--- src/rtl/wb_gpio_master_pkg.sv ---
// Shared types and GPIO register map for the Wishbone GPIO command master and its benches.
package wb_gpio_master_pkg;

    typedef enum logic [1:0] {
        OP_WRITE   = 2'd0,
        OP_READ    = 2'd1,
        OP_RMW_SET = 2'd2,
        OP_RMW_CLR = 2'd3
    } cmd_op_e;

    typedef enum logic [2:0] {
        ST_IDLE,
        ST_RD,
        ST_WR_GAP,
        ST_WR,
        ST_RESP
    } state_e;

    // GPIO controller register offsets (byte addresses on the slave port)
    localparam logic [5:0] GPIO_REG_DIN    = 6'h00;
    localparam logic [5:0] GPIO_REG_DOUT   = 6'h04;
    localparam logic [5:0] GPIO_REG_DIR    = 6'h08;
    localparam logic [5:0] GPIO_REG_IRQ_EN = 6'h0C;

    function automatic logic is_rmw(input cmd_op_e op);
        return (op == OP_RMW_SET) || (op == OP_RMW_CLR);
    endfunction

endpackage

--- src/rtl/wb_gpio_master_if.sv ---
// Wishbone classic bus between the command master and the GPIO register slave.
interface wb_gpio_master_if #(
    parameter int ADDR_WIDTH = 6,
    parameter int DATA_WIDTH = 32
);
    logic                    wb_cyc_o;
    logic                    wb_stb_o;
    logic                    wb_we_o;
    logic [ADDR_WIDTH-1:0]   wb_adr_o;
    logic [DATA_WIDTH-1:0]   wb_dat_o;
    logic [DATA_WIDTH/8-1:0] wb_sel_o;
    logic [DATA_WIDTH-1:0]   wb_dat_i;
    logic                    wb_ack_i;
    logic                    wb_err_i;

    modport master (
        output wb_cyc_o, wb_stb_o, wb_we_o, wb_adr_o, wb_dat_o, wb_sel_o,
        input  wb_dat_i, wb_ack_i, wb_err_i
    );

    modport slave (
        input  wb_cyc_o, wb_stb_o, wb_we_o, wb_adr_o, wb_dat_o, wb_sel_o,
        output wb_dat_i, wb_ack_i, wb_err_i
    );
endinterface

--- src/rtl/wb_master_timeout.sv ---
// Per-phase stall counter: flags the LIMIT-th consecutive enabled cycle.
// Latency: expired is combinational from the count and enable.
// Backpressure: none; clear has priority over enable.
module wb_master_timeout #(
    parameter int LIMIT = 255
) (
    input  logic clk,
    input  logic rst,
    input  logic clear,
    input  logic enable,
    output logic expired
);
    localparam int CW = (LIMIT < 2) ? 1 : $clog2(LIMIT);

    logic [CW-1:0] cnt_q;

    assign expired = enable && (cnt_q == CW'(LIMIT - 1));

    always_ff @(posedge clk) begin
        if (rst || clear) begin
            cnt_q <= '0;
        end else if (enable) begin
            cnt_q <= cnt_q + CW'(1);
        end
    end
endmodule

--- src/rtl/wb_gpio_master.sv ---
// Wishbone classic master issuing WRITE/READ/RMW_SET/RMW_CLR commands to the GPIO register slave.
// Latency: 1-cycle ack gives rsp_valid at accept+2 (RMW accept+4), plus any slave wait states.
// Backpressure: one command in flight, response held until rsp_ready; WB_MASTER_TIMEOUT_EN bounds each phase.
module wb_gpio_master
    import wb_gpio_master_pkg::*;
#(
    parameter int ADDR_WIDTH     = 6,
    parameter int DATA_WIDTH     = 32,
    parameter int TIMEOUT_CYCLES = 255
) (
    input  logic                    wb_clk_i,
    input  logic                    wb_rst_i,
    input  logic                    cmd_valid,
    output logic                    cmd_ready,
    input  logic [1:0]              cmd_op,
    input  logic [ADDR_WIDTH-1:0]   cmd_addr,
    input  logic [DATA_WIDTH-1:0]   cmd_wdata,
    input  logic [DATA_WIDTH/8-1:0] cmd_sel,
    output logic                    rsp_valid,
    input  logic                    rsp_ready,
    output logic [DATA_WIDTH-1:0]   rsp_data,
    output logic                    rsp_err,
    output logic                    rsp_timeout,
    output logic                    busy,
    wb_gpio_master_if.master        wb
);
    localparam int SEL_WIDTH = DATA_WIDTH / 8;

    state_e                 state_q, state_d;
    cmd_op_e                op_q;
    logic [ADDR_WIDTH-1:0]  adr_q;
    logic [DATA_WIDTH-1:0]  dat_q;
    logic [SEL_WIDTH-1:0]   sel_q;
    logic [DATA_WIDTH-1:0]  rd_q;
    logic [DATA_WIDTH-1:0]  rsp_data_q;
    logic                   rsp_err_q;
    logic                   rsp_timeout_q;
    logic                   phase_active;
    logic                   timeout_hit;
    logic [DATA_WIDTH-1:0]  merged_dat;
    cmd_op_e                cmd_op_cast;

    assign cmd_op_cast  = cmd_op_e'(cmd_op);
    assign phase_active = (state_q == ST_RD) || (state_q == ST_WR);
    // dat_q still carries the RMW mask while the read phase is open
    assign merged_dat   = (op_q == OP_RMW_SET) ? (wb.wb_dat_i | dat_q)
                                               : (wb.wb_dat_i & ~dat_q);

`ifdef WB_MASTER_TIMEOUT_EN
    wb_master_timeout #(
        .LIMIT (TIMEOUT_CYCLES)
    ) u_timeout (
        .clk     (wb_clk_i),
        .rst     (wb_rst_i),
        .clear   (!phase_active),
        .enable  (phase_active && !wb.wb_ack_i && !wb.wb_err_i),
        .expired (timeout_hit)
    );
`else
    logic unused_timeout_cfg;
    assign unused_timeout_cfg = (TIMEOUT_CYCLES != 0);
    assign timeout_hit        = 1'b0;
`endif

    always_ff @(posedge wb_clk_i) begin
        if (wb_rst_i) begin
            state_q <= ST_IDLE;
        end else begin
            state_q <= state_d;
        end
    end

    // err outranks ack; timeout only fires on a cycle with neither
    always_comb begin
        state_d = state_q;
        unique case (state_q)
            ST_IDLE:   if (cmd_valid) state_d = (cmd_op_cast == OP_WRITE) ? ST_WR : ST_RD;
            ST_RD: begin
                if (wb.wb_err_i || timeout_hit) state_d = ST_RESP;
                else if (wb.wb_ack_i)           state_d = (op_q == OP_READ) ? ST_RESP : ST_WR_GAP;
            end
            ST_WR_GAP: state_d = ST_WR;
            ST_WR:     if (wb.wb_ack_i || wb.wb_err_i || timeout_hit) state_d = ST_RESP;
            ST_RESP:   if (rsp_ready) state_d = ST_IDLE;
            default:   state_d = ST_IDLE;
        endcase
    end

    always_comb begin
        cmd_ready   = 1'b0;
        busy        = 1'b1;
        rsp_valid   = 1'b0;
        wb.wb_cyc_o = 1'b0;
        wb.wb_stb_o = 1'b0;
        wb.wb_we_o  = 1'b0;
        unique case (state_q)
            ST_IDLE: begin
                cmd_ready = 1'b1;
                busy      = 1'b0;
            end
            ST_RD: begin
                wb.wb_cyc_o = 1'b1;
                wb.wb_stb_o = 1'b1;
            end
            ST_WR: begin
                wb.wb_cyc_o = 1'b1;
                wb.wb_stb_o = 1'b1;
                wb.wb_we_o  = 1'b1;
            end
            ST_RESP: rsp_valid = 1'b1;
            default: ;
        endcase
    end

    always_ff @(posedge wb_clk_i) begin
        if (wb_rst_i) begin
            op_q          <= OP_WRITE;
            adr_q         <= '0;
            dat_q         <= '0;
            sel_q         <= '0;
            rd_q          <= '0;
            rsp_data_q    <= '0;
            rsp_err_q     <= 1'b0;
            rsp_timeout_q <= 1'b0;
        end else begin
            unique case (state_q)
                ST_IDLE: begin
                    if (cmd_valid) begin
                        op_q  <= cmd_op_cast;
                        adr_q <= cmd_addr;
                        dat_q <= cmd_wdata;
                        sel_q <= is_rmw(cmd_op_cast) ? {SEL_WIDTH{1'b1}} : cmd_sel;
                    end
                end
                ST_RD: begin
                    if (wb.wb_err_i || timeout_hit) begin
                        rsp_data_q    <= '0;
                        rsp_err_q     <= 1'b1;
                        rsp_timeout_q <= timeout_hit;
                    end else if (wb.wb_ack_i) begin
                        rd_q          <= wb.wb_dat_i;
                        dat_q         <= merged_dat;
                        rsp_data_q    <= wb.wb_dat_i;
                        rsp_err_q     <= 1'b0;
                        rsp_timeout_q <= 1'b0;
                    end
                end
                ST_WR: begin
                    if (wb.wb_err_i || timeout_hit) begin
                        rsp_data_q    <= '0;
                        rsp_err_q     <= 1'b1;
                        rsp_timeout_q <= timeout_hit;
                    end else if (wb.wb_ack_i) begin
                        rsp_data_q    <= (op_q == OP_WRITE) ? '0 : rd_q;
                        rsp_err_q     <= 1'b0;
                        rsp_timeout_q <= 1'b0;
                    end
                end
                default: ;
            endcase
        end
    end

    assign wb.wb_adr_o   = adr_q;
    assign wb.wb_dat_o   = dat_q;
    assign wb.wb_sel_o   = sel_q;
    assign rsp_data      = rsp_data_q;
    assign rsp_err       = rsp_err_q;
    assign rsp_timeout   = rsp_timeout_q;
endmodule

--- src/flat_wrapper.sv ---
// flat-port wrapper written by rule: the top's interface ports become plain ports
module wb_gpio_master_flat import wb_gpio_master_pkg::*;
#(
    parameter int ADDR_WIDTH     = 6,
    parameter int DATA_WIDTH     = 32,
    parameter int TIMEOUT_CYCLES = 255
)
  (wb_clk_i, wb_rst_i, cmd_valid, cmd_ready, cmd_op, cmd_addr, cmd_wdata, cmd_sel, rsp_valid, rsp_ready, rsp_data, rsp_err, rsp_timeout, busy, wb_wb_cyc_o, wb_wb_stb_o, wb_wb_we_o, wb_wb_adr_o, wb_wb_dat_o, wb_wb_sel_o, wb_wb_dat_i, wb_wb_ack_i, wb_wb_err_i);
  wb_gpio_master_if #(.ADDR_WIDTH(ADDR_WIDTH), .DATA_WIDTH(DATA_WIDTH)) wb_i ();
  input  logic wb_clk_i;
  input  logic wb_rst_i;
  input  logic cmd_valid;
  output logic cmd_ready;
  input  logic [1:0] cmd_op;
  input  logic [ADDR_WIDTH-1:0] cmd_addr;
  input  logic [DATA_WIDTH-1:0] cmd_wdata;
  input  logic [DATA_WIDTH/8-1:0] cmd_sel;
  output logic rsp_valid;
  input  logic rsp_ready;
  output logic [DATA_WIDTH-1:0] rsp_data;
  output logic rsp_err;
  output logic rsp_timeout;
  output logic busy;
  output wire logic [$bits(wb_i.wb_cyc_o)-1:0] wb_wb_cyc_o;
  output wire logic [$bits(wb_i.wb_stb_o)-1:0] wb_wb_stb_o;
  output wire logic [$bits(wb_i.wb_we_o)-1:0] wb_wb_we_o;
  output wire logic [$bits(wb_i.wb_adr_o)-1:0] wb_wb_adr_o;
  output wire logic [$bits(wb_i.wb_dat_o)-1:0] wb_wb_dat_o;
  output wire logic [$bits(wb_i.wb_sel_o)-1:0] wb_wb_sel_o;
  input wire logic [$bits(wb_i.wb_dat_i)-1:0] wb_wb_dat_i;
  input wire logic [$bits(wb_i.wb_ack_i)-1:0] wb_wb_ack_i;
  input wire logic [$bits(wb_i.wb_err_i)-1:0] wb_wb_err_i;
  assign wb_wb_cyc_o = wb_i.wb_cyc_o;
  assign wb_wb_stb_o = wb_i.wb_stb_o;
  assign wb_wb_we_o = wb_i.wb_we_o;
  assign wb_wb_adr_o = wb_i.wb_adr_o;
  assign wb_wb_dat_o = wb_i.wb_dat_o;
  assign wb_wb_sel_o = wb_i.wb_sel_o;
  assign wb_i.wb_dat_i = wb_wb_dat_i;
  assign wb_i.wb_ack_i = wb_wb_ack_i;
  assign wb_i.wb_err_i = wb_wb_err_i;
  wb_gpio_master #(.ADDR_WIDTH(ADDR_WIDTH), .DATA_WIDTH(DATA_WIDTH), .TIMEOUT_CYCLES(TIMEOUT_CYCLES)) u_core (.wb_clk_i(wb_clk_i), .wb_rst_i(wb_rst_i), .cmd_valid(cmd_valid), .cmd_ready(cmd_ready), .cmd_op(cmd_op), .cmd_addr(cmd_addr), .cmd_wdata(cmd_wdata), .cmd_sel(cmd_sel), .rsp_valid(rsp_valid), .rsp_ready(rsp_ready), .rsp_data(rsp_data), .rsp_err(rsp_err), .rsp_timeout(rsp_timeout), .busy(busy), .wb(wb_i));
endmodule
--- config.mk ---
export PLATFORM = sky130hd
export DESIGN_NAME = wb_gpio_master_flat
export DESIGN_NICKNAME = d
export VERILOG_FILES = /design/src/rtl/wb_gpio_master_pkg.sv /design/src/rtl/wb_gpio_master_if.sv /design/src/rtl/wb_master_timeout.sv /design/src/rtl/wb_gpio_master.sv /design/src/flat_wrapper.sv
export SDC_FILE = /design/constraint.sdc
export NUM_CORES = 1
export LEC_CHECK = 0
export CORE_UTILIZATION = 50
export CTS_CLUSTER_DIAMETER = 200
export DETAILED_ROUTE_END_ITERATION = 8
export HOLD_SLACK_MARGIN = 0.08
export PLACE_DENSITY = 0.85
export SETUP_SLACK_MARGIN = 0.5
export SYNTH_ARGS = -nofsm -noshare
export SYNTH_HDL_FRONTEND = slang
export SYNTH_SLANG_ARGS = --single-unit
--- constraint.sdc ---
create_clock -name wb_clk_i -period 4 [get_ports wb_clk_i]
set_input_delay 1.2 -clock wb_clk_i [delete_from_list [all_inputs] [get_ports wb_clk_i]]
set_output_delay 1.2 -clock wb_clk_i [all_outputs]
set_load 0.01 [all_outputs]
-- Yosys cells after proc, flatten, opt, wreduce, memory -nomap -nowiden
Index checks and enable logic that the tools add are counted.
- equal/unequal tests: 15
- muxes and demuxes: 28
- bitwise logic cells: 4
- reductions and logical operators: 15
- operators by type and width (operator ; number):
    32-bit 2-to-1 mux ; 9
    32-bit case mux with 2 select lines ; 2
    32-bit bitwise AND ; 1
    32-bit inverter ; 1
    32-bit OR ; 1
    3-bit 2-to-1 mux ; 6
    3-bit case mux with 5 select lines ; 1
    2-bit inequality test (second input constant) ; 5
    1-bit 2-to-1 mux ; 8
    4-bit AND reduction ; 2
    2-bit == test (second input constant) ; 3
    3-bit by 2-bit == test with 1-bit output (second input constant) ; 2
    3-bit inequality test (second input constant) ; 2
    3-bit AND reduction ; 2
    2-bit nonzero test ; 3
    2-bit zero test ; 2
    4-bit 2-to-1 mux ; 1
    2-bit AND reduction ; 2
    3-bit by 1-bit == test with 1-bit output (second input constant) ; 1
    3-bit == test (second input constant) ; 1
    3-bit zero test ; 1
    2-bit by 1-bit == test with 1-bit output (second input constant) ; 1
    1-bit logical OR ; 2
    2-bit 2-to-1 mux ; 1
    2 further kinds ; 2
- register bits after elaboration: 113
- bits of input ports: 82
- output and inout port bits: 82
- word-level logic and storage cells: 71

-- Depth between registers and ports, before layout
Gate-level depths: netlist of the first run.
- depth in word-level cells: 6
- gate-level depth with buffers: 7
- depth with buffers taken out: 5

-- Least setup slack after synthesis of the first run
OpenSTA, ideal clock, no wires.
- kind: input port to flip-flop
- start point: in wb_wb_err_i
- end point: reg u_core.dat_q[23], in the netlist u_core.wb.wb_dat_o[23]
- setup time: 0.087 ns
- data arrival time: 2.188 ns
- required time: 3.913 ns
- path slack: 1.725 ns
- stages on the path: 5
- path buffers: 1
- path through: nand3b_1 > a211oi_4 > buf_2 > o21ai_1 > a221oi_2
- longest elaborated chain between the ends: 2
- ends and longest elaborated chain (item ; line ; RTL):
    start: declaration ; flat_wrapper.sv:32 ; input wire logic [$bits(wb_i.wb_err_i)-1:0] wb_wb_err_i;
    2-bit inequality test (no line) ; n/a ;
    4-bit AND reduction (no line) ; n/a ;
    end signal: assignment ; wb_gpio_master.sv:131 ; dat_q <= cmd_wdata;
    end signal: assignment ; wb_gpio_master.sv:142 ; dat_q <= merged_dat;
    end: declaration ; wb_gpio_master.sv:32 ; logic [DATA_WIDTH-1:0] dat_q;
No other way between the ends.
A chain may end at the register's enable or synchronous reset.

-- Final worst setup path of the first run
- start point: reg u_core.state_q[0]
- end point: out wb_wb_stb_o
- longest elaborated chain between the ends: 3
- elaborated cells between the ends (all ways): 4
- classes of those cells: eq/ne (2); mux (1); reduce/logical (1)
- ends and longest elaborated chain (item ; line ; RTL):
    start: declaration ; wb_gpio_master.sv:29 ; state_e state_q, state_d;
    start signal: assignment ; wb_gpio_master.sv:69 ; state_q <= state_d;
    3-bit by 2-bit == test with 1-bit output or 3-bit by 1-bit == test with 1-bit output (tied branches) ; n/a ;
    2-bit OR reduction (no line) (*) ; n/a ;
    1-bit 2-to-1 mux (*) ; wb_gpio_master.sv:96 ; unique case (state_q)
    end: declaration ; flat_wrapper.sv:25 ; output wire logic [$bits(wb_i.wb_stb_o)-1:0] wb_wb_stb_o;
Mark *: on every way between the ends. The rest lies on a longest branch, timed or not.

==> results of run 1 <==
## logic make-up (layout without fill, tap and decap cells)
logic type             count (synthesis)  in the layout
and+or+nand+nor                      247            247
AOI/OAI and AO/OA                    210            210
DFF                                  112            112
buffers and inverters                 95            221
other                                  1              1
muxes                                  1              1
## synthesized netlist by cell type, types with 9 or more instances
cell / n
sky130_fd_sc_hd__and3_1: 33
sky130_fd_sc_hd__buf_2: 20
sky130_fd_sc_hd__a21oi_1: 73
sky130_fd_sc_hd__clkbuf_1: 37
sky130_fd_sc_hd__o21ai_0: 67
sky130_fd_sc_hd__nor3_1: 10
sky130_fd_sc_hd__o21ai_1: 34
sky130_fd_sc_hd__nand3_1: 32
sky130_fd_sc_hd__inv_1: 35
sky130_fd_sc_hd__a221oi_2: 28
sky130_fd_sc_hd__and2_1: 34
sky130_fd_sc_hd__dfxtp_1: 112
sky130_fd_sc_hd__nand2_1: 116
sky130_fd_sc_hd__nor2_1: 9
## metal layers
| metal | vias to the layer above | share of wire [%] |
|---|---|---|
| met5 | - | 0 |
| met4 | 0 | 3.4 |
| met3 | 31 | 6.3 |
| met2 | 183 | 50 |
| met1 | 2398 | 41 |
| li1 | 2520 | - |
## layout by cell type, fill, tap and decap left out, types with 2 or more instances in the layout
cell and instances:
sky130_fd_sc_hd__a21oi_1 73, sky130_fd_sc_hd__a221oi_1 4, sky130_fd_sc_hd__a221oi_2 28, sky130_fd_sc_hd__and2_1 34, sky130_fd_sc_hd__and3_1 33, sky130_fd_sc_hd__buf_12 2
sky130_fd_sc_hd__buf_4 8, sky130_fd_sc_hd__clkbuf_8 9, sky130_fd_sc_hd__clkdlybuf4s50_1 161, sky130_fd_sc_hd__clkinvlp_4 3, sky130_fd_sc_hd__dfxtp_1 112, sky130_fd_sc_hd__inv_1 35
sky130_fd_sc_hd__inv_6 2, sky130_fd_sc_hd__nand2_1 116, sky130_fd_sc_hd__nand2b_1 2, sky130_fd_sc_hd__nand3_1 32, sky130_fd_sc_hd__nand3b_1 3, sky130_fd_sc_hd__nor2_1 9
sky130_fd_sc_hd__nor2b_1 2, sky130_fd_sc_hd__nor3_1 10, sky130_fd_sc_hd__o21ai_0 67, sky130_fd_sc_hd__o21ai_1 33
## metrics by stage
stage	cells	power (uW)	hold slack [ps]	instance area, um2
2_1_floorplan	666	2180	432	5230
3_3_place_gp	910	2660	437	6860
3_5_place_dp	910	2700	442	6860
4_1_cts	925	3310	456	7030
5_1_grt	925	3480	477	7030
6_report	925	3300	456	7030
## power by group through the flow
| stage | clock network (uW) | registers [uW] | logic, uW |
|---|---|---|---|
| after floorplan | 0 | 1450 | 727 |
| after global placement | 0 | 1420 | 1240 |
| after detailed placement | 0 | 1430 | 1270 |
| after CTS | 626 | 1400 | 1280 |
| after global routing | 660 | 1430 | 1390 |
| final | 615 | 1410 | 1280 |
## worst register-to-register path, stage by stage, from the launching register on
cell and delay [ps]:
sky130_fd_sc_hd__dfxtp_1 510, sky130_fd_sc_hd__nor2b_1 570, sky130_fd_sc_hd__nand2b_2 510, sky130_fd_sc_hd__o21ai_0 380
sky130_fd_sc_hd__a221oi_1 110
## state kept, by name, summed over array words and instances (netlist names)
signal              count
u_core.wb.wb_dat_o     32
u_core.state_q          3
u_core.wb.wb_sel_o      4
u_core.wb.wb_adr_o      6
u_core.op_q             2
u_core.rsp_err          1
u_core.rsp_data        32
u_core.rd_q            32
## path summary, 6_finish.rpt
kind | depth (start not counted) | end | from
setup / recovery | 2 | wb_wb_stb_o | u_core.state_q[0]
hold / removal | 2 | u_core.rd_q[28] | u_core.rd_q[28]
setup reg to reg | 4 | u_core.wb.wb_dat_o[31] | u_core.state_q[0]
hold reg to reg | 2 | u_core.rd_q[28] | u_core.rd_q[28]
## layout make-up
class | count | area, um2 | area share (%)
repair buffers | 171 | 1710 | 24.4
multi-input cells | 459 | 2610 | 37.1
clock buffers | 9 | 124 | 1.76
flip-flops and latches | 112 | 2240 | 31.9
inverters | 35 | 131 | 1.87
clock inverters | 6 | 45.0 | 0.641
well taps | 133 | 166 | 2.37
==> flow_results.xml, run 1 <==
<?xml version="1.0" encoding="UTF-8"?>
<metrics>
  <group name="worst_setup_path">
    <metric name="timing.reg2reg.setup_slack" unit="ps">1800</metric>
    <metric name="cpLargestDelayFamily" unit="">buffers and inverters</metric>
    <metric name="worst_setup_path_end_kind" unit="">primary output</metric>
    <metric name="worst-path-max-fanout" unit="">10</metric>
    <metric name="timing.critical_path.arrival" unit="ps">2090</metric>
    <metric name="crit_path_start_kind" unit="">register</metric>
    <metric name="crit_slowest_cell" unit="">sky130_fd_sc_hd__clkdlybuf4s50_1</metric>
    <metric name="critical_path.max_stage_delay" unit="ps">660</metric>
    <metric name="timing.setup.critical_path_class" unit="">register to primary output</metric>
    <metric name="worst-path-buf-inv" unit="">1</metric>
    <metric name="timing.critical_path.cells" unit="">nor2b_1 -&gt; clkdlybuf4s50_1</metric>
    <metric name="crit_required" unit="ps">2800</metric>
  </group>
  <group name="logic_synthesis">
    <metric name="mean_post_synth_cell_area" unit="um2">7.86</metric>
    <metric name="async_flop_share" unit="%">0</metric>
    <metric name="post_synth_main_area_contributors" unit="">sky130_fd_sc_hd__dfxtp_1 (43%), sky130_fd_sc_hd__nand2_1 (8.3%), sky130_fd_sc_hd__a221oi_2 (8.0%)</metric>
    <metric name="ys_ff_latch" unit="">112</metric>
    <metric name="netlist_instances" unit="">666</metric>
    <metric name="combinational_family_with_the_most_area_after_synthesis" unit="">compound AO/OA/AOI/OAI gates</metric>
    <metric name="synth_edf_count" unit="">0</metric>
    <metric name="synth_warnings" unit="">0</metric>
    <metric name="synthDominantAreaCellType" unit="">sky130_fd_sc_hd__dfxtp_1</metric>
    <metric name="synth.mux.area_fraction" unit="%">0.191</metric>
    <metric name="synth_cell_types" unit="">30</metric>
    <metric name="synthSimpleGateAreaFrac" unit="%">23.2</metric>
    <metric name="synthesis.nets" unit="">748</metric>
    <metric name="dominantRegCellSynth" unit="">sky130_fd_sc_hd__dfxtp_1</metric>
    <metric name="netlist_area" unit="mm2">0.00523</metric>
    <metric name="post_synth_fa_ha_maj_area_fraction" unit="%">0</metric>
    <metric name="yosysTopAreaCellShare" unit="%">42.8</metric>
    <metric name="synth_xor_xnor_area_share" unit="%">0</metric>
    <metric name="ys_seq_area_share" unit="%">42.8</metric>
    <metric name="synth_compound_gate_area_share" unit="%">26.2</metric>
  </group>
  <group name="pwr">
    <metric name="comb_power_share" unit="%">38.7</metric>
    <metric name="vdd_ir_drop_max" unit="uV">427</metric>
    <metric name="share_seq_of_total_power" unit="%">42.6</metric>
    <metric name="sw_frac_of_total" unit="%">36.7</metric>
    <metric name="areal_power_density_over_the_cells" unit="mW/mm2">469</metric>
    <metric name="pwr-share-clk" unit="%">18.6</metric>
    <metric name="p_leak" unit="uW">0.00245</metric>
    <metric name="net_switching_component_of_the_power" unit="uW">1210</metric>
    <metric name="internal_power_contribution" unit="uW">2090</metric>
  </group>
  <group name="placed_design">
    <metric name="port_buffers" unit="">162</metric>
    <metric name="hpwlAfterDp" unit="um">10100</metric>
    <metric name="detailedPlace.worstSlack" unit="ps">822</metric>
    <metric name="routabilityCongestion" unit="">0.811</metric>
  </group>
  <group name="timing">
    <metric name="total_setup_violations_reported_at_the_end_of_the_flow" unit="">0</metric>
    <metric name="layout_worst_path_cycle_share" unit="%">82.2</metric>
    <metric name="hold_viol" unit="">0</metric>
    <metric name="period_minus_slack" unit="ps">3290</metric>
    <metric name="postLayoutSetupSlackWorst" unit="ps">713</metric>
    <metric name="rsz_0062_raised_after_global_routing" unit="">false</metric>
    <metric name="timing.clock.skew" unit="ps">11.7</metric>
    <metric name="fmax" unit="MHz">304</metric>
    <metric name="slew_violations" unit="">0</metric>
    <metric name="worst_pin_slew" unit="ps">1300</metric>
    <metric name="fin_tns_setup" unit="ps">0</metric>
    <metric name="worst_slew_margin_rel" unit="%">13.4</metric>
  </group>
  <group name="floorplanning">
    <metric name="top_level_ports" unit="">164</metric>
    <metric name="num_rows" unit="">36</metric>
    <metric name="core-area" unit="mm2">0.00995</metric>
    <metric name="die_y" unit="um">104</metric>
    <metric name="die_area" unit="mm2">0.0109</metric>
    <metric name="chipWidth" unit="um">104</metric>
    <metric name="initial_utilization" unit="%">52.6</metric>
  </group>
  <group name="clock_network">
    <metric name="count_of_hold_buffers_inserted_by_post_cts_repair" unit="">0</metric>
    <metric name="numClockSinks" unit="">112</metric>
    <metric name="clockRootBuffer" unit="">sky130_fd_sc_hd__clkbuf_8</metric>
    <metric name="cts_repair_resize_count" unit="">0</metric>
    <metric name="cts-htree-levels" unit="">3</metric>
    <metric name="worst_setup_hold_path_clk_slew" unit="ps">100</metric>
    <metric name="cts_setup_buffers" unit="">0</metric>
    <metric name="tritoncts.num_buffers" unit="">9</metric>
    <metric name="max_root_sink_buffers" unit="">2</metric>
    <metric name="worstSkewPairLatency" unit="ps">370</metric>
    <metric name="clock_tree_from_tritoncts" unit="">done</metric>
  </group>
  <group name="job">
    <metric name="drv.max_cap_violation_count" unit="">0</metric>
  </group>
  <group name="route">
    <metric name="antenna_left" unit="">0</metric>
    <metric name="detail_route.vias_per_cell" unit="">5.55</metric>
    <metric name="drt_wl_total" unit="um">14500</metric>
    <metric name="drt-pass1-iter-count" unit="">4</metric>
    <metric name="drt-initial-drc-count" unit="">308</metric>
    <metric name="detail_route.wl_per_cell" unit="um">15.6</metric>
    <metric name="drc_errors" unit="">0</metric>
    <metric name="num_vias" unit="">5132</metric>
  </group>
  <group name="min_path">
    <metric name="holdCritPathClass" unit="">register to register</metric>
  </group>
  <group name="global_route">
    <metric name="grt_util_met2" unit="%">46.1</metric>
    <metric name="grt_pass1_wl" unit="um">23600</metric>
    <metric name="first_global_vias" unit="">4987</metric>
    <metric name="grt_antenna_before_repair" unit="">0</metric>
    <metric name="top_usage_layer" unit="">met2</metric>
    <metric name="grt_util_all_layers" unit="%">26.6</metric>
    <metric name="grt_start_max_net_pins" unit="">85</metric>
    <metric name="grt_use_met3" unit="%">5.64</metric>
    <metric name="overflow" unit="">0</metric>
    <metric name="grt_util_met1" unit="%">31.6</metric>
  </group>
  <group name="layout">
    <metric name="area.growth.synth_to_final" unit="%">34.2</metric>
    <metric name="post-route-util" unit="%">70.6</metric>
    <metric name="drive_above_1_share" unit="%">7.58</metric>
    <metric name="num_antenna_cells" unit="">0</metric>
    <metric name="numnets_final" unit="">870</metric>
    <metric name="layout.filler_cells" unit="">827</metric>
  </group>
  <group name="run_status">
    <metric name="run_status" unit="">finished clean</metric>
  </group>
</metrics>
No activity file was read; power rests on OpenSTA's default activity.
==> run 2: changes to the inputs <==
- CORE_UTILIZATION: 50 -> 47
- PLACE_DENSITY: 0.85 -> 0.81
- clock period: 4 -> 3.1 ns (I/O delays scaled with it)
==> run 2 against run 1 <==
Combinational power is 30% higher. Clock skew is 4.7 ps higher. Routed wire length is 3.5% higher. Final cell count is 1.1% higher. Count of clock-buffer cells in the layout stayed put. Total power is 31% higher. Non-clock buffer count is 3 higher. Global-route usage is 0.36 points lower. Flip-flop and latch count stayed put. Worst setup slack worse by 170 ps. Critical path depth stayed put. Critical endpoint is now wb_wb_cyc_o. Largest cell class unchanged. Largest power group unchanged.
==> flow_results.xml, run 2 (synthesis results as in run 1) <==
<?xml version="1.0" encoding="UTF-8"?>
<metrics>
  <group name="run_status">
    <metric name="run_status" unit="">finished clean</metric>
  </group>
  <group name="pwr">
    <metric name="report.power.total" unit="uW">4300</metric>
    <metric name="areal_power_density_over_the_cells" unit="mW/mm2">607</metric>
    <metric name="vdd_ir_drop_max" unit="uV">556</metric>
    <metric name="p_leak" unit="uW">0.00250</metric>
  </group>
  <group name="floorplanning">
    <metric name="num_rows" unit="">38</metric>
    <metric name="core-area" unit="mm2">0.0108</metric>
    <metric name="die_y" unit="um">108</metric>
    <metric name="chipWidth" unit="um">108</metric>
    <metric name="die_area" unit="mm2">0.0116</metric>
    <metric name="initial_utilization" unit="%">48.3</metric>
    <metric name="top_level_ports" unit="">164</metric>
  </group>
  <group name="timing">
    <metric name="worst_pin_slew" unit="ps">1270</metric>
    <metric name="fin_tns_setup" unit="ps">0</metric>
    <metric name="timing.clock.skew" unit="ps">16.3</metric>
    <metric name="postLayoutSetupSlackWorst" unit="ps">547</metric>
    <metric name="slew_violations" unit="">0</metric>
    <metric name="total_setup_violations_reported_at_the_end_of_the_flow" unit="">0</metric>
    <metric name="rsz_0062_raised_after_global_routing" unit="">true</metric>
    <metric name="period_minus_slack" unit="ps">2550</metric>
    <metric name="layout_worst_path_cycle_share" unit="%">82.3</metric>
    <metric name="hold_viol" unit="">0</metric>
    <metric name="fmax" unit="MHz">392</metric>
    <metric name="worst_slew_margin_rel" unit="%">15.2</metric>
  </group>
  <group name="route">
    <metric name="drt_wl_total" unit="um">15000</metric>
    <metric name="antenna_left" unit="">0</metric>
    <metric name="detail_route.wl_per_cell" unit="um">16.0</metric>
    <metric name="num_vias" unit="">5111</metric>
    <metric name="detail_route.vias_per_cell" unit="">5.47</metric>
    <metric name="drt-initial-drc-count" unit="">284</metric>
    <metric name="drc_errors" unit="">0</metric>
    <metric name="drt-pass1-iter-count" unit="">4</metric>
  </group>
  <group name="global_route">
    <metric name="grt_antenna_before_repair" unit="">0</metric>
    <metric name="first_global_vias" unit="">4935</metric>
    <metric name="grt_start_max_net_pins" unit="">65</metric>
    <metric name="grt_pass1_wl" unit="um">23700</metric>
    <metric name="overflow" unit="">0</metric>
    <metric name="grt_util_all_layers" unit="%">26.3</metric>
  </group>
  <group name="placed_design">
    <metric name="detailedPlace.worstSlack" unit="ps">259</metric>
    <metric name="port_buffers" unit="">162</metric>
    <metric name="instance_count_after_placement_with_tap_cells_included" unit="">920</metric>
    <metric name="hpwlAfterDp" unit="um">10600</metric>
    <metric name="routabilityCongestion" unit="">0.816</metric>
  </group>
  <group name="job">
    <metric name="drv.max_cap_violation_count" unit="">0</metric>
  </group>
  <group name="layout">
    <metric name="drive_above_1_share" unit="%">8.55</metric>
    <metric name="most-common-layout-cells" unit="">sky130_fd_sc_hd__clkdlybuf4s50_1 (159), sky130_fd_sc_hd__nand2_1 (116), sky130_fd_sc_hd__dfxtp_1 (109), sky130_fd_sc_hd__a21oi_1 (73), sky130_fd_sc_hd__o21ai_0 (67)</metric>
    <metric name="numnets_final" unit="">873</metric>
    <metric name="final_common_cell" unit="">sky130_fd_sc_hd__clkdlybuf4s50_1</metric>
    <metric name="num_antenna_cells" unit="">0</metric>
    <metric name="area.growth.synth_to_final" unit="%">35.5</metric>
    <metric name="post-route-util" unit="%">65.4</metric>
    <metric name="instances_no_fill" unit="">935</metric>
  </group>
  <group name="clock_network">
    <metric name="max_root_sink_buffers" unit="">2</metric>
    <metric name="numClockSinks" unit="">112</metric>
    <metric name="tritoncts.num_buffers" unit="">9</metric>
    <metric name="clockRootBuffer" unit="">sky130_fd_sc_hd__clkbuf_8</metric>
    <metric name="count_of_hold_buffers_inserted_by_post_cts_repair" unit="">0</metric>
    <metric name="clock_tree_from_tritoncts" unit="">done</metric>
    <metric name="worstSkewPairLatency" unit="ps">380</metric>
    <metric name="cts-htree-levels" unit="">3</metric>
    <metric name="worst_setup_hold_path_clk_slew" unit="ps">110</metric>
  </group>
  <group name="worst_setup_path">
    <metric name="worst-path-buf-inv" unit="">1</metric>
    <metric name="timing.setup.critical_path_class" unit="">register to primary output</metric>
    <metric name="crit_path_start_kind" unit="">register</metric>
    <metric name="crit_slowest_cell" unit="">sky130_fd_sc_hd__clkdlybuf4s50_1</metric>
    <metric name="worst_setup_path_end_kind" unit="">primary output</metric>
    <metric name="timing.critical_path.arrival" unit="ps">1620</metric>
    <metric name="timing.critical_path.cells" unit="">nor2b_2 -&gt; clkdlybuf4s50_1</metric>
    <metric name="critical_path.max_stage_delay" unit="ps">560</metric>
    <metric name="crit_required" unit="ps">2170</metric>
    <metric name="cpLargestDelayFamily" unit="">buffers and inverters</metric>
    <metric name="worst-path-max-fanout" unit="">10</metric>
  </group>
  <group name="min_path">
    <metric name="holdCritPathClass" unit="">register to register</metric>
  </group>
</metrics>
[run 2: worst paths after layout]
| check | startpoint | end | slack (ps) | depth (start not counted) |
|---|---|---|---|---|
| min | u_core.rd_q[21] | u_core.rd_q[21] | 450 | 2 |
| min reg2reg | u_core.rd_q[21] | u_core.rd_q[21] | 450 | 2 |
| max | u_core.state_q[0] | wb_wb_cyc_o | 550 | 2 |
| max reg2reg | u_core.op_q[0] | u_core.wb.wb_dat_o[15] | 1140 | 4 |
[run 2: repair_timing]
item / CTS / global route
setup endpoints to repair: 6 / 4
pin swaps: 1 / 0
resized for setup: 5 / 5
setup buffers: 0 / 0
gates cloned: 0 / 0
[run 2: cell type report]
class / count / area, um2
fill: 945 / 3750
multi-input combinational: 459 / 2620
sequential: 112 / 2250
timing repair buffer: 174 / 1740
tap: 140 / 175
inverter: 35 / 131
clock buffer: 9 / 124
clock inverter: 6 / 50.0
[run 2: report_power, final]
part	switching, uW	internal (uW)
combinational	895	770
sequential	179	1650
clock	511	300
total	1580	2720
[run 2: worst reg2reg max path, delay by kind of cell (launching register included)]
family	cells	cell delay, ps
flip-flops	1	340
AND/OR/NAND/NOR	2	1080
AO/OA/AOI/OAI	2	460
[run 2: per-stage QoR]
stage,hold slack [ps],instance area (um2)
6_report,455,7090
5_1_grt,467,7090
4_1_cts,456,7070
3_5_place_dp,442,6890
3_3_place_gp,438,6890
2_1_floorplan,432,5230
[run 2: layer usage]
layer | track usage (%) | up-vias | routed length [um]
met1 | 28.7 | 2380 | 5720
met4 | 12.1 | 0 | 559
met5 | 0 | - | 0
met3 | 6.11 | 33 | 978
met2 | 47.7 | 171 | 7710
li1 | - | 2527 | -
==> run 3: changes to the inputs <==
- clock period: 3.1 -> 2.55 ns (I/O delays scaled with it)
==> run 3 against run 2 <==
Count of clock-buffer cells in the layout is the same. Sequential share of layout area fell by 1.0 points. Cell area is 3.6% higher. Non-clock buffer count rose by 17. Hold slack improved by 2.0 ps. Die area did not move. Clock skew is 3.2 ps higher.
==> flow_results.xml, run 3 (synthesis results as in run 1) <==
<?xml version="1.0" encoding="UTF-8"?>
<metrics>
  <group name="timing">
    <metric name="fmax" unit="MHz">499</metric>
    <metric name="timing.clock.skew" unit="ps">19.5</metric>
    <metric name="layout_worst_path_cycle_share" unit="%">78.7</metric>
    <metric name="slew_violations" unit="">0</metric>
    <metric name="total_setup_violations_reported_at_the_end_of_the_flow" unit="">0</metric>
    <metric name="period_minus_slack" unit="ps">2010</metric>
    <metric name="rsz_0062_raised_after_global_routing" unit="">true</metric>
    <metric name="hold_viol" unit="">0</metric>
    <metric name="worst_pin_slew" unit="ps">664</metric>
    <metric name="worst_slew_margin_rel" unit="%">55.7</metric>
    <metric name="fin_tns_setup" unit="ps">0</metric>
  </group>
  <group name="global_route">
    <metric name="grt_pass1_wl" unit="um">24800</metric>
    <metric name="grt_antenna_before_repair" unit="">0</metric>
    <metric name="overflow" unit="">0</metric>
    <metric name="grt_util_all_layers" unit="%">27.4</metric>
    <metric name="grt_start_max_net_pins" unit="">65</metric>
    <metric name="first_global_vias" unit="">5071</metric>
  </group>
  <group name="floorplanning">
    <metric name="top_level_ports" unit="">164</metric>
    <metric name="die_area" unit="mm2">0.0116</metric>
    <metric name="num_rows" unit="">38</metric>
    <metric name="initial_utilization" unit="%">48.3</metric>
    <metric name="die_y" unit="um">108</metric>
    <metric name="core-area" unit="mm2">0.0108</metric>
    <metric name="chipWidth" unit="um">108</metric>
  </group>
  <group name="layout">
    <metric name="area.growth.synth_to_final" unit="%">40.3</metric>
    <metric name="numnets_final" unit="">890</metric>
    <metric name="final_area" unit="mm2">0.00734</metric>
    <metric name="layout.filler_cells" unit="">889</metric>
    <metric name="most-common-layout-cells" unit="">sky130_fd_sc_hd__nand2_1 (116), sky130_fd_sc_hd__dfxtp_1 (107), sky130_fd_sc_hd__clkdlybuf4s50_1 (77), sky130_fd_sc_hd__a21oi_1 (73), sky130_fd_sc_hd__o21ai_0 (67)</metric>
    <metric name="num_antenna_cells" unit="">0</metric>
    <metric name="final_common_cell" unit="">sky130_fd_sc_hd__nand2_1</metric>
    <metric name="drive_above_1_share" unit="%">11.9</metric>
  </group>
  <group name="min_path">
    <metric name="holdCritPathClass" unit="">register to register</metric>
    <metric name="worst_hold_startpoint" unit="">u_core.rsp_data[2]</metric>
    <metric name="hold_path_depth" unit="">2</metric>
    <metric name="end_point_of_the_most_critical_hold_path" unit="">u_core.rsp_data[2]</metric>
  </group>
  <group name="clock_network">
    <metric name="tritoncts.num_buffers" unit="">9</metric>
    <metric name="numClockSinks" unit="">112</metric>
    <metric name="worstSkewPairLatency" unit="ps">380</metric>
    <metric name="count_of_hold_buffers_inserted_by_post_cts_repair" unit="">0</metric>
    <metric name="clockRootBuffer" unit="">sky130_fd_sc_hd__clkbuf_8</metric>
    <metric name="cts-htree-levels" unit="">3</metric>
    <metric name="worst_setup_hold_path_clk_slew" unit="ps">110</metric>
    <metric name="clock_tree_from_tritoncts" unit="">done</metric>
    <metric name="max_root_sink_buffers" unit="">2</metric>
  </group>
  <group name="run_status">
    <metric name="run_status" unit="">finished clean</metric>
  </group>
  <group name="job">
    <metric name="drv.max_cap_violation_count" unit="">0</metric>
  </group>
  <group name="pwr">
    <metric name="areal_power_density_over_the_cells" unit="mW/mm2">736</metric>
    <metric name="p_leak" unit="uW">0.00334</metric>
    <metric name="vdd_ir_drop_max" unit="uV">633</metric>
    <metric name="report.power.total" unit="uW">5400</metric>
  </group>
  <group name="route">
    <metric name="drt-pass1-iter-count" unit="">8</metric>
    <metric name="detail_route.vias_per_cell" unit="">5.53</metric>
    <metric name="num_vias" unit="">5271</metric>
    <metric name="detail_route.wl_per_cell" unit="um">16.2</metric>
    <metric name="drt_wl_total" unit="um">15500</metric>
    <metric name="drt-initial-drc-count" unit="">322</metric>
    <metric name="drc_errors" unit="">0</metric>
    <metric name="antenna_left" unit="">0</metric>
  </group>
  <group name="worst_setup_path">
    <metric name="reg2regPathDepth" unit="">6</metric>
    <metric name="crit-reg2reg-launch" unit="">u_core.state_q[0]</metric>
    <metric name="worst-path-max-fanout" unit="">7</metric>
    <metric name="crit_required" unit="ps">1790</metric>
    <metric name="worst_setup_path_end_kind" unit="">primary output</metric>
    <metric name="timing.critical_path.arrival" unit="ps">1240</metric>
    <metric name="crit_path_start_kind" unit="">register</metric>
    <metric name="worstReg2RegEnd" unit="">u_core.wb.wb_dat_o[31]</metric>
    <metric name="timing.reg2reg.setup_slack" unit="ps">630</metric>
    <metric name="timing.setup.critical_path_class" unit="">register to primary output</metric>
  </group>
  <group name="placed_design">
    <metric name="routabilityCongestion" unit="">0.840</metric>
    <metric name="cell_area_reported_after_detailed_placement" unit="mm2">0.00699</metric>
    <metric name="port_buffers" unit="">162</metric>
    <metric name="hpwlAfterDp" unit="um">10400</metric>
  </group>
</metrics>
[run 3: changes by cell type in the layout (fill, tap and decap cells not counted), moves of 3 or more]
cell / before / now
sky130_fd_sc_hd__clkdlybuf4s50_1: 159 / 77
sky130_fd_sc_hd__dlygate4sd2_1: 0 / 48
sky130_fd_sc_hd__dlymetal6s2s_1: 2 / 30
sky130_fd_sc_hd__buf_4: 11 / 20
sky130_fd_sc_hd__buf_6: 0 / 4
sky130_fd_sc_hd__buf_12: 2 / 5
sky130_fd_sc_hd__buf_2: 0 / 3
sky130_fd_sc_hd__clkinv_4: 0 / 3
[run 3: repair_timing]
item	4_1_cts	5_1_grt
endpoints found under the setup margin	73	43
gates cloned	2	0
pin swaps	5	3
gates resized for setup	80	42
endpoints found under the hold margin	0	0
setup buffers	7	0
[run 3: per-layer routing]
metal  vias to the layer above  part of all wire (%)  track usage (%)
met5                         -                     0                0
met2                       209                    48             47.3
met3                        53                   6.7             6.11
met1                      2439                    40             31.8
met4                         0                   5.0             13.5
li1                       2570                     -                -
[run 3: layout make-up]
type / count / area [um2] / area share [%]
clock buffers: 9 / 124 / 1.69
multi-input cells: 459 / 2640 / 35.9
clock inverters: 7 / 71.3 / 0.971
well taps: 140 / 175 / 2.39
flip-flops and latches: 112 / 2260 / 30.7
repair buffers: 191 / 1950 / 26.5
inverters: 35 / 131 / 1.79
[run 3: how the worst max path moves through the flow]
| stage | from | to | slack, ps |
|---|---|---|---|
| 5_1_grt | u_core.state_q[0] | wb_wb_we_o | 490 |
| 6_report | u_core.state_q[0] | rsp_valid | 540 |
| 2_1_floorplan | wb_wb_err_i | u_core.wb.wb_dat_o[23] | 710 |
| 3_5_place_dp | wb_wb_err_i | u_core.wb.wb_dat_o[0] | 30 |
| 4_1_cts | u_core.state_q[1] | cmd_ready | 420 |
| 3_3_place_gp | wb_wb_err_i | u_core.wb.wb_dat_o[0] | 110 |
[run 3: power breakdown]
group	internal (uW)	switching [uW]
clock	384	661
combinational	966	1200
sequential	2010	181
[run 3: critical path, cell delays in order, from the launching register on]
cell	delay, ps
sky130_fd_sc_hd__dfxtp_4	380
sky130_fd_sc_hd__buf_6	130
sky130_fd_sc_hd__nor2_4	100
sky130_fd_sc_hd__and2_1	130
sky130_fd_sc_hd__buf_2	130
[run 3: metrics by stage]
step	instances	hold WS, ps	worst slack, ps	utilization (%)
global placement	928	438	107	64.4
CTS	953	456	423	67.0
detailed placement	928	442	28.6	64.4
finish	953	457	544	67.7
floorplan	666	432	710	-
global route	953	474	494	67.7
